## config.mk

```make
export PLATFORM = sky130hd
export DESIGN_NAME = conv1d_ctrl
export DESIGN_NICKNAME = d
export VERILOG_FILES = /design/src/rtl/conv1d_ctrl.sv
export SDC_FILE = /design/constraint.sdc
export NUM_CORES = 1
export LEC_CHECK = 0
export BUFFER_PORTS_ARGS = -buffer_cell sky130_fd_sc_hd__clkbuf_2
export CAP_MARGIN = 5
export CORE_ASPECT_RATIO = 1.4
export CORE_MARGIN = 3
export CORE_UTILIZATION = 53
export CTS_CLUSTER_SIZE = 16
export DETAILED_ROUTE_END_ITERATION = 12
export PLACE_DENSITY_LB_ADDON = 0.12
export SETUP_SLACK_MARGIN = 0.05
export SLEW_MARGIN = 20
export SYNTH_ARGS = -nofsm -noshare
export SYNTH_HDL_FRONTEND = slang
export SYNTH_SLANG_ARGS = --single-unit
```

## constraint.sdc

```tcl
create_clock -name clk -period 3.88 [get_ports clk]
set_input_delay 0 -clock clk [delete_from_list [all_inputs] [get_ports clk]]
set_output_delay 0 -clock clk [all_outputs]
set_load 0.05 [all_outputs]
```

## src/rtl/conv1d_ctrl.sv

```systemverilog
// rtl/conv1d_ctrl.sv - sequencing controller for the CONV1D int8 MAC datapath
//
// Purpose: fetches kernel/input words from word-addressed memory, strobes the
// datapath register loads and resets, and emits one accumulator result per
// output position j = 0..N-K over a valid/ready port.
//
// Optional feature macro: CONV1D_CTRL_RELU_EN
//   defined   -> out_data is ReLU(result) (negative results clamp to 0)
//   undefined -> out_data is result unmodified
//
// Ports:
//   clk, rst                  clock, synchronous active-high reset
//   start                     launch job (sampled only in IDLE)
//   in_base, ker_base         word base addresses of input / kernel vectors
//   n_words, k_words          input length N / kernel length K in words
//   mem_addr, mem_rd          memory read address and strobe
//   reg_in_ld, reg_ker_ld,
//   reg_sum_ld                datapath register load strobes
//   alu_rst_n, reg_sum_rst_n  datapath active-low resets
//   result                    datapath accumulator value
//   out_valid, out_ready,
//   out_data, out_idx         result stream (data and output position j)
//   busy, done, err           status: job active, completion pulse, sticky error

module conv1d_ctrl #(
    parameter int AW = 10,
    parameter int LW = 8
) (
    input  logic          clk,
    input  logic          rst,
    input  logic          start,
    input  logic [AW-1:0] in_base,
    input  logic [AW-1:0] ker_base,
    input  logic [LW-1:0] n_words,
    input  logic [LW-1:0] k_words,
    output logic [AW-1:0] mem_addr,
    output logic          mem_rd,
    output logic          reg_in_ld,
    output logic          reg_ker_ld,
    output logic          reg_sum_ld,
    output logic          alu_rst_n,
    output logic          reg_sum_rst_n,
    input  logic [31:0]   result,
    output logic          out_valid,
    input  logic          out_ready,
    output logic [31:0]   out_data,
    output logic [LW-1:0] out_idx,
    output logic          busy,
    output logic          done,
    output logic          err
);

    typedef enum logic [2:0] {
        IDLE,
        CLR,
        RD_KER,
        RD_IN,
        LD_IN,
        ACC,
        WR,
        FIN
    } state_t;

    state_t        state;
    state_t        state_next;
    logic [LW-1:0] j;
    logic [LW-1:0] j_next;
    logic [LW-1:0] k;
    logic [LW-1:0] k_next;
    logic [LW-1:0] n_r;
    logic [LW-1:0] k_r;
    logic [AW-1:0] in_base_r;
    logic [AW-1:0] ker_base_r;
    logic          err_r;

    logic          illegal_len;
    logic          last_k;
    logic          last_j;
    logic [31:0]   result_fmt;

    // K=0 or K>N leaves no valid output position.
    assign illegal_len = (k_words == '0) || (k_words > n_words);

    // Only evaluated once a legal job is running, so K>=1 and N-K>=0.
    assign last_k = (k == (k_r - LW'(1)));
    assign last_j = (j == (n_r - k_r));

`ifdef CONV1D_CTRL_RELU_EN
    assign result_fmt = result[31] ? 32'd0 : result;
`else
    assign result_fmt = result;
`endif

    always_ff @(posedge clk) begin
        if (rst) begin
            state      <= IDLE;
            j          <= '0;
            k          <= '0;
            n_r        <= '0;
            k_r        <= '0;
            in_base_r  <= '0;
            ker_base_r <= '0;
            err_r      <= 1'b0;
        end else begin
            state <= state_next;
            j     <= j_next;
            k     <= k_next;
            // Parameters are captured once so mid-job input changes are ignored.
            if (state == IDLE && start) begin
                n_r        <= n_words;
                k_r        <= k_words;
                in_base_r  <= in_base;
                ker_base_r <= ker_base;
                err_r      <= illegal_len;
            end
        end
    end

    always_comb begin
        state_next    = state;
        j_next        = j;
        k_next        = k;
        mem_rd        = 1'b0;
        mem_addr      = '0;
        reg_in_ld     = 1'b0;
        reg_ker_ld    = 1'b0;
        reg_sum_ld    = 1'b0;
        alu_rst_n     = 1'b1;
        reg_sum_rst_n = 1'b1;
        out_valid     = 1'b0;
        out_data      = '0;
        out_idx       = '0;
        busy          = (state != IDLE);
        done          = 1'b0;
        err           = err_r;

        case (state)
            IDLE: begin
                if (start) begin
                    if (illegal_len) begin
                        state_next = FIN;
                    end else begin
                        j_next     = '0;
                        state_next = CLR;
                    end
                end
            end
            CLR: begin
                reg_sum_rst_n = 1'b0;
                k_next        = '0;
                state_next    = RD_KER;
            end
            RD_KER: begin
                mem_rd     = 1'b1;
                mem_addr   = ker_base_r + AW'(k);
                state_next = RD_IN;
            end
            RD_IN: begin
                // Kernel word read in RD_KER is on the data bus this cycle.
                reg_ker_ld = 1'b1;
                mem_rd     = 1'b1;
                mem_addr   = in_base_r + AW'(j) + AW'(k);
                state_next = LD_IN;
            end
            LD_IN: begin
                reg_in_ld  = 1'b1;
                state_next = ACC;
            end
            ACC: begin
                reg_sum_ld = 1'b1;
                if (last_k) begin
                    state_next = WR;
                end else begin
                    k_next     = k + LW'(1);
                    state_next = RD_KER;
                end
            end
            WR: begin
                // No datapath strobes here, so result holds while stalled.
                out_valid = 1'b1;
                out_data  = result_fmt;
                out_idx   = j;
                if (out_ready) begin
                    if (last_j) begin
                        state_next = FIN;
                    end else begin
                        j_next     = j + LW'(1);
                        state_next = CLR;
                    end
                end
            end
            FIN: begin
                done       = 1'b1;
                state_next = IDLE;
            end
            default: begin
                state_next = IDLE;
            end
        endcase

        // During reset hold the datapath in reset and silence everything else.
        if (rst) begin
            mem_rd        = 1'b0;
            mem_addr      = '0;
            reg_in_ld     = 1'b0;
            reg_ker_ld    = 1'b0;
            reg_sum_ld    = 1'b0;
            alu_rst_n     = 1'b0;
            reg_sum_rst_n = 1'b0;
            out_valid     = 1'b0;
            out_data      = '0;
            out_idx       = '0;
            busy          = 1'b0;
            done          = 1'b0;
            err           = 1'b0;
        end
    end

endmodule

```

==> results by group, run 1 <==
Critical path
  – Top delay family on crit path: compound AO/OA/AOI/OAI gates
  – Crit-path max FO: 7
  – CP required: 3.88 ns
  – Critical-path cell list: fa_1 > ha_1 > fa_1 > a21o_1 > a21oi_1 > o21bai_1 > a2111o_1 > nand4_1 > a21oi_1 > a211oi_1 > clkbuf_2
  – Crit path capture type: output port
  – Critical Path Start Type: register
  – CP max-delay cell: dfxtp_1
  – R2r setup slk: 1.00 ns
  – CP peak stage delay: 0.50 ns
  – Worst EP arrival: 3.63 ns
  – R2R depth: 10
  – Buf+Inv Stages, Crit Path: 1
  – CP Class: reg -> out
  – Reg-to-reg critical path startpoint: k_r[0]
  – Worst r2r dst: j[4]
  – Critical path depth: 11

Floorplan
  – # rows: 39
  – # IOs: 132
  – DIE AREA: 0.00966 mm^2
  – Starting density of the core: 0.550
  – Core Area: 0.00820 mm^2
  – Die width: 83.9 um
  – DIE HEIGHT: 115 um

STA
  – RSZ-0062 raised after global routing: false
  – Final Slew Violations: 0
  – Final min period: 3.63 ns
  – Final Skew: 0.00668 ns
  – Final setup vio count: 0
  – Worst-margin pin slew: 0.977 ns
  – Rel. slew slack: 0.348
  – Final period util: 0.934
  – Final hold vios: 0
  – Fmax achieved: 276 MHz
  – Setup_tns: 0 ns

Clocking
  – Inserted Clock Buffers: 5
  – Worst skew pair latency: 0.30 ns
  – Post-CTS Setup Inserts: 0
  – TritonCTS clock tree: done
  – Sink Count: 56
  – Htree depth: 2
  – Longest Clk Path Bufs: 2
  – Clock slew at reported path FFs: 0.07 ns
  – Root Buffer: clkbuf_16

GRT
  – Grt total ovfl: 0
  – Largest net degree at the start of global routing: 52
  – Vias in the first global route: 4502
  – Initial antenna violation count: 0
  – Total GRT Usage: 0.268
  – First-pass GRT wire length: 21300 um

Min path
  – Hold depth: 3
  – Worst min path class: in -> reg
  – HP Start: start
  – WHS Endpoint: state[2]

Cells and area
  – Layout area overhead: 26.4%
  – Final #Nets: 861
  – Util after Layout: 0.695
  – Most frequent cells in the layout: clkbuf_2, nand2_1, a21oi_1
  – Diode count: 0
  – Commonest non-fill, non-tap cell in the layout: clkbuf_2
  – Share of post-route cells with drive strength above 1: 0.212

Logic synthesis
  – Post-synth EDFFs: 0
  – Syn. warnings: 0
  – Ys async rst share: 0
  – Synth cell types: 60
  – Sequential fraction of the synthesis area: 0.249
  – Syn_nets: 718
  – Leading area contributor after synthesis: dfxtp_1
  – Synthesized area: 0.00451 mm^2
  – FF+latch count, synth: 56
  – Top cell type's share of synthesized area: 0.249
  – Syn Area/Cell: 7.50 um^2
  – Syn Inst Count: 601
  – Top post-synthesis cells by area: dfxtp_1, ha_1, nand2_1
  – Ys flop type: dfxtp_1

Placement
  – Routability cong.: 0.910
  – DP HPWL: 9750 um
  – # port buffers: 131

Route
  – Routed wire length: 13000 um
  – Drt initial violations: 319
  – Post-DRT Antenna Nets: 0
  – Post-DR wirelength/cell: 15.4 um
  – DRC viols: 0
  – Vias per cell: 5.51
  – Drt pass-1 iters: 4
  – Vias: 4668

Flow run
  – Max_cap viols: 0

Power and ir drop
  – Max rail drop VDD: 0.360 mV
  – Sw Pwr: 0.000814 W
  – Seq pwr share: 0.351
  – Lkg Pwr: 2.77 nW
  – Clock network fraction of total power: 0.230
  – Gate power share: 0.419
  – Sw Ratio: 0.399
  – Internal: 0.00122 W
  – PwrDens: 358 mW/mm^2
  – Power Total: 0.00204 W

Run status
  – Outcome: finished clean
power groups by stage:
| stage | registers [W] | clock network, W | logic [W] |
|---|---|---|---|
| global placement | 0.000724 | 0 | 0.000795 |
| floorplan | 0.000688 | 0 | 0.000651 |
| detailed placement | 0.000728 | 0 | 0.000817 |
| CTS | 0.000714 | 0.000476 | 0.000851 |
| finish | 0.000715 | 0.000468 | 0.000853 |
| global route | 0.000725 | 0.000485 | 0.000953 |
flip-flops by register name (all words and copies together) (netlist names):
name and flops:
err_r 1, in_base_r 10, j 8, k 8, k_r 8, ker_base_r 10
n_r 8, state 3
stage by stage:
stage / setup slack, ns / cells / hold WS (ns) / area, um^2
CTS: 0.267 / 847 / 0.0129 / 5690
global placement: 0.689 / 803 / 0.222 / 5180
finish: 0.255 / 847 / 0.0191 / 5700
detailed placement: 0.598 / 803 / 0.232 / 5190
global route: 0.125 / 847 / 0.0290 / 5700
floorplan: 0.160 / 601 / 0.136 / 4510
what timing repair did:
action                                  4_1_cts  5_1_grt
endpoints found under the hold margin        36        0
endpoints found under the setup margin        0        0
hold buffers                                 36        0
gates resized for setup                       0        0
cell usage after synthesis (2+ instances only):
master,count
and3_1,45
or3_1,5
o21bai_1,3
nand2_1,109
nor3_1,11
o21ai_1,2
ha_1,34
nor4_1,5
clkbuf_1,32
xor2_1,14
or4_1,5
a41o_1,2
a21o_1,6
nor2_1,29
nor2b_1,3
mux2i_1,3
buf_2,2
nand3_1,20
mux2_4,2
fa_1,11
or2_2,4
o21a_1,4
nand3b_1,2
a21oi_1,69
inv_1,33
xnor2_1,21
a2111oi_0,2
nand4_1,4
dfxtp_1,56
nand2b_1,9
o31ai_1,2
a211oi_1,6
o21ai_0,15
a22oi_1,2
o41ai_1,2
a31oi_1,3
worst min-delay path: cells and delay by family:
| family | cells | cell delay (ns) |
|---|---|---|
| buffers and inverters | 2 | 0.21 |
| AO/OA/AOI/OAI | 1 | 0.05 |
layout make-up:
class	instances	area, um^2
tap	102	128
timing repair buffer	172	1050
fill	681	2500
sequential	56	1120
clock buffer	8	146
inverter	34	128
multi-input combinational	475	3120
worst max-delay path by stage:
stage	startpoint	to	slack (ns)
after floorplan	k[1]	mem_addr[9]	0.16
after global placement	k[1]	mem_addr[9]	0.69
after detailed placement	k[1]	mem_addr[9]	0.60
after CTS	k[1]	mem_addr[9]	0.27
after global routing	k[1]	mem_addr[9]	0.13
final	k[1]	mem_addr[9]	0.25
routing by layer:
| layer | wire length (um) | vias to the layer above | track usage | part of all wire |
|---|---|---|---|---|
| li1 | - | 2373 | - | - |
| met1 | 5330 | 2151 | 0.313 | 0.41 |
| met2 | 6850 | 134 | 0.503 | 0.53 |
| met3 | 651 | 10 | 0.0366 | 0.050 |
| met4 | 189 | 0 | 0.0858 | 0.015 |
| met5 | 0 | - | 0 | 0 |
logic make-up (layout without fill, tap and decap cells):
logic type | after synthesis | after routing | share of synthesized area
and+or+nand+nor | 255 | 255 | 0.273
AOI/OAI and AO/OA | 134 | 134 | 0.190
buffers and inverters | 70 | 214 | 0.0600
DFF | 56 | 56 | 0.249
adders and majority gates | 45 | 45 | 0.143
xor gates and xnor gates | 36 | 36 | 0.0716
muxes | 5 | 5 | 0.0133
Note: power is estimated with default switching activity, not from simulation.
==> run 2: changes to the inputs <==
Settings changed: CORE_MARGIN 3 to not set, CORE_UTILIZATION 53 to 57, HOLD_SLACK_MARGIN set to 0.06.
Clock period 3.88 ns to 4.3 ns, I/O delays scaled along.
==> run 2 against run 1 <==
Clock power is 18% lower. Worst setup slack improved by 0.40 ns. Largest cell class unchanged. Critical endpoint unchanged. Via count increased by 3.0%.
==> results by group, run 2 (synthesis gave the netlist of run 1 again) <==
STA
  – Final Slew Violations: 0 (unchanged)
  – Final setup vio count: 0 (unchanged)
  – Rel. slew slack: 0.290 (was 0.348)
  – Final period util: 0.848
  – PnR worst setup slack: 0.653 ns (was 0.255 ns)
  – Fmax achieved: 274 MHz
  – Final min period: 3.65 ns
  – RSZ-0062 raised after global routing: false (unchanged)
  – Worst-margin pin slew: 1.06 ns (was 0.977 ns)
  – Final Skew: 0.00988 ns (was 0.00668 ns)
  – Setup_tns: 0 ns (unchanged)
  – Final hold vios: 0 (unchanged)
  – Min Hold Slack: 0.438 ns (was 0.0191 ns)

Critical path
  – Crit-path max FO: 7 (unchanged)
  – Worst r2r dst: j[2] (was j[4])
  – Critical Path Start Type: register (unchanged)
  – R2R depth: 8 (was 10)
  – CP max-delay cell: dfxtp_1 (unchanged)
  – CP Class: reg -> out (unchanged)
  – Worst EP arrival: 3.65 ns (was 3.63 ns)
  – Worst setup path start: k[1] (unchanged)
  – CP required: 4.30 ns (was 3.88 ns)
  – R2r setup slk: 1.34 ns (was 1.00 ns)
  – Crit path capture type: output port (unchanged)
  – Critical-path cell list: fa_1 > ha_1 > fa_1 > a21o_1 > a21oi_1 > o21bai_1 > a2111o_1 > nand4_1 > a21oi_1 > a211oi_1 > clkbuf_2 (unchanged)
  – CP peak stage delay: 0.50 ns (about the same)
  – Reg-to-reg critical path startpoint: state[0] (was k_r[0])
  – Worst setup path endpoint: mem_addr[9] (unchanged)

Clocking
  – Htree depth: 2 (unchanged)
  – Worst skew pair latency: 0.32 ns (was 0.30 ns)
  – Longest Clk Path Bufs: 2 (unchanged)
  – Root Buffer: clkbuf_8 (was clkbuf_16)
  – Clock slew at reported path FFs: 0.10 ns (was 0.07 ns)
  – Sink Count: 56 (unchanged)
  – Inserted Clock Buffers: 5 (unchanged)
  – TritonCTS clock tree: done (unchanged)
  – CTS-repair resized insts: 0 (unchanged)

Placement
  – Routability cong.: 0.942 (was 0.910)
  – Post-DP Area: 0.00517 mm^2 (was 0.00519 mm^2)
  – # port buffers: 131 (unchanged)
  – Pre-CTS worst setup slack: 1.02 ns (was 0.598 ns)
  – DP HPWL: 9490 um (was 9750 um)

Floorplan
  – # IOs: 132 (unchanged)
  – Core Area: 0.00770 mm^2 (was 0.00820 mm^2)
  – DIE AREA: 0.00827 mm^2 (was 0.00966 mm^2)
  – # rows: 38 (was 39)
  – Die width: 77.2 um (was 83.9 um)
  – DIE HEIGHT: 107 um (was 115 um)
  – Starting density of the core: 0.585 (was 0.550)

Route
  – Vias: 4810 (was 4668)
  – Routed wire length: 13000 um (about the same)
  – Drt initial violations: 303 (was 319)
  – Post-DR wirelength/cell: 15.3 um (was 15.4 um)
  – DRC viols: 0 (unchanged)
  – Vias per cell: 5.69 (was 5.51)
  – Post-DRT Antenna Nets: 0 (unchanged)
  – Drt pass-1 iters: 4 (unchanged)

Cells and area
  – Storage cell area: 0.00112 mm^2 (unchanged)
  – Final instance area: 0.00568 mm^2 (was 0.00570 mm^2)
  – Fillers: 628 (was 681)
  – Most frequent cells in the layout: clkbuf_2, nand2_1, a21oi_1 (unchanged)
  – Final #Nets: 862 (was 861)
  – Commonest non-fill, non-tap cell in the layout: clkbuf_2 (unchanged)
  – Diode count: 0 (unchanged)
  – Layout area overhead: 26.1% (was 26.4%)
  – Share of post-route cells with drive strength above 1: 0.210 (was 0.212)
  – Biggest regs: in_base_r: 10 flops, ker_base_r: 10 flops (unchanged)
  – Multi-input logic area: 0.00312 mm^2 (about the same)

GRT
  – Grt total ovfl: 0 (unchanged)
  – Largest net degree at the start of global routing: 52 (unchanged)
  – Initial antenna violation count: 0 (unchanged)
  – Total GRT Usage: 0.323 (was 0.268)
  – Vias in the first global route: 4590 (was 4502)
  – First-pass GRT wire length: 21200 um (was 21300 um)

Flow run
  – Max_cap viols: 0 (unchanged)

Power and ir drop
  – Max rail drop VDD: 0.257 mV (was 0.360 mV)
  – PwrDens: 317 mW/mm^2 (was 358 mW/mm^2)
  – Lkg Pwr: 2.77 nW (about the same)

Run status
  – Outcome: finished clean (unchanged)

Min path
  – Worst min path class: in -> reg (unchanged)
  – Hold depth: 4 (was 3)
[run 2: changes by cell type in the layout (fill, tap and decap cells not counted)]
cell | before | now
and3_1 | 44 | 45
and3_2 | 1 | 0
buf_4 | 5 | 4
bufinv_16 | 0 | 1
clkbuf_1 | 2 | 0
clkbuf_16 | 5 | 0
clkbuf_8 | 1 | 7
dlygate4sd3_1 | 36 | 38
nand2_1 | 108 | 109
nand2_2 | 1 | 0
[run 2: routing by layer]
metal | track usage | vias to the layer above | share of wire
met5 | 0 | - | 0
met4 | 0.158 | 0 | 0.040
met3 | 0.0519 | 28 | 0.054
met2 | 0.574 | 177 | 0.50
met1 | 0.372 | 2224 | 0.40
li1 | - | 2381 | -
[run 2: worst min-delay path by stage]
stage,from,to,slack (ns)
3_5_place_dp,in_base[9],in_base_r[9],0.23
6_report,ker_base[8],ker_base_r[8],0.44
2_1_floorplan,n_words[0],n_r[0],0.14
5_1_grt,result[5],out_data[5],0.46
3_3_place_gp,ker_base[6],ker_base_r[6],0.22
4_1_cts,ker_base[8],ker_base_r[8],0.44
[run 2: final cells by class]
cell class                 count  area share
multi-input combinational    475       0.548
inverter                      34      0.0225
tap                          100      0.0220
clock inverter                 1     0.00529
clock buffer                   7      0.0170
timing repair buffer         173       0.188
sequential                    56       0.197
[run 2: repair_timing]
action,in CTS,in global routing
endpoints found under the hold margin,39,0
hold buffers,38,0
setup buffers,0,0
[run 2: critical path, delay by kind of cell, from the launching register on]
| kind | cells | cell delay, ns |
|---|---|---|
| AO/OA/AOI/OAI | 6 | 1.29 |
| adder cells (fa/ha/maj) | 3 | 1.11 |
| buffers and inverters | 1 | 0.32 |
| flip-flops | 1 | 0.50 |
| AND/OR/NAND/NOR | 1 | 0.10 |
[run 2: report_power, final]
group | total, W | switching, W | internal (W)
logic | 0.000766 | 0.000471 | 0.000295
clock network | 0.000385 | 0.000179 | 0.000206
registers | 0.000652 | 0.0000758 | 0.000576
[run 2: through the flow]
step | cells | utilization | power, W
after floorplan | 601 | - | 0.00121
after global placement | 800 | 0.672 | 0.00136
after detailed placement | 800 | 0.672 | 0.00139
after CTS | 846 | 0.738 | 0.00180
after global routing | 846 | 0.738 | 0.00192
final | 846 | 0.738 | 0.00180
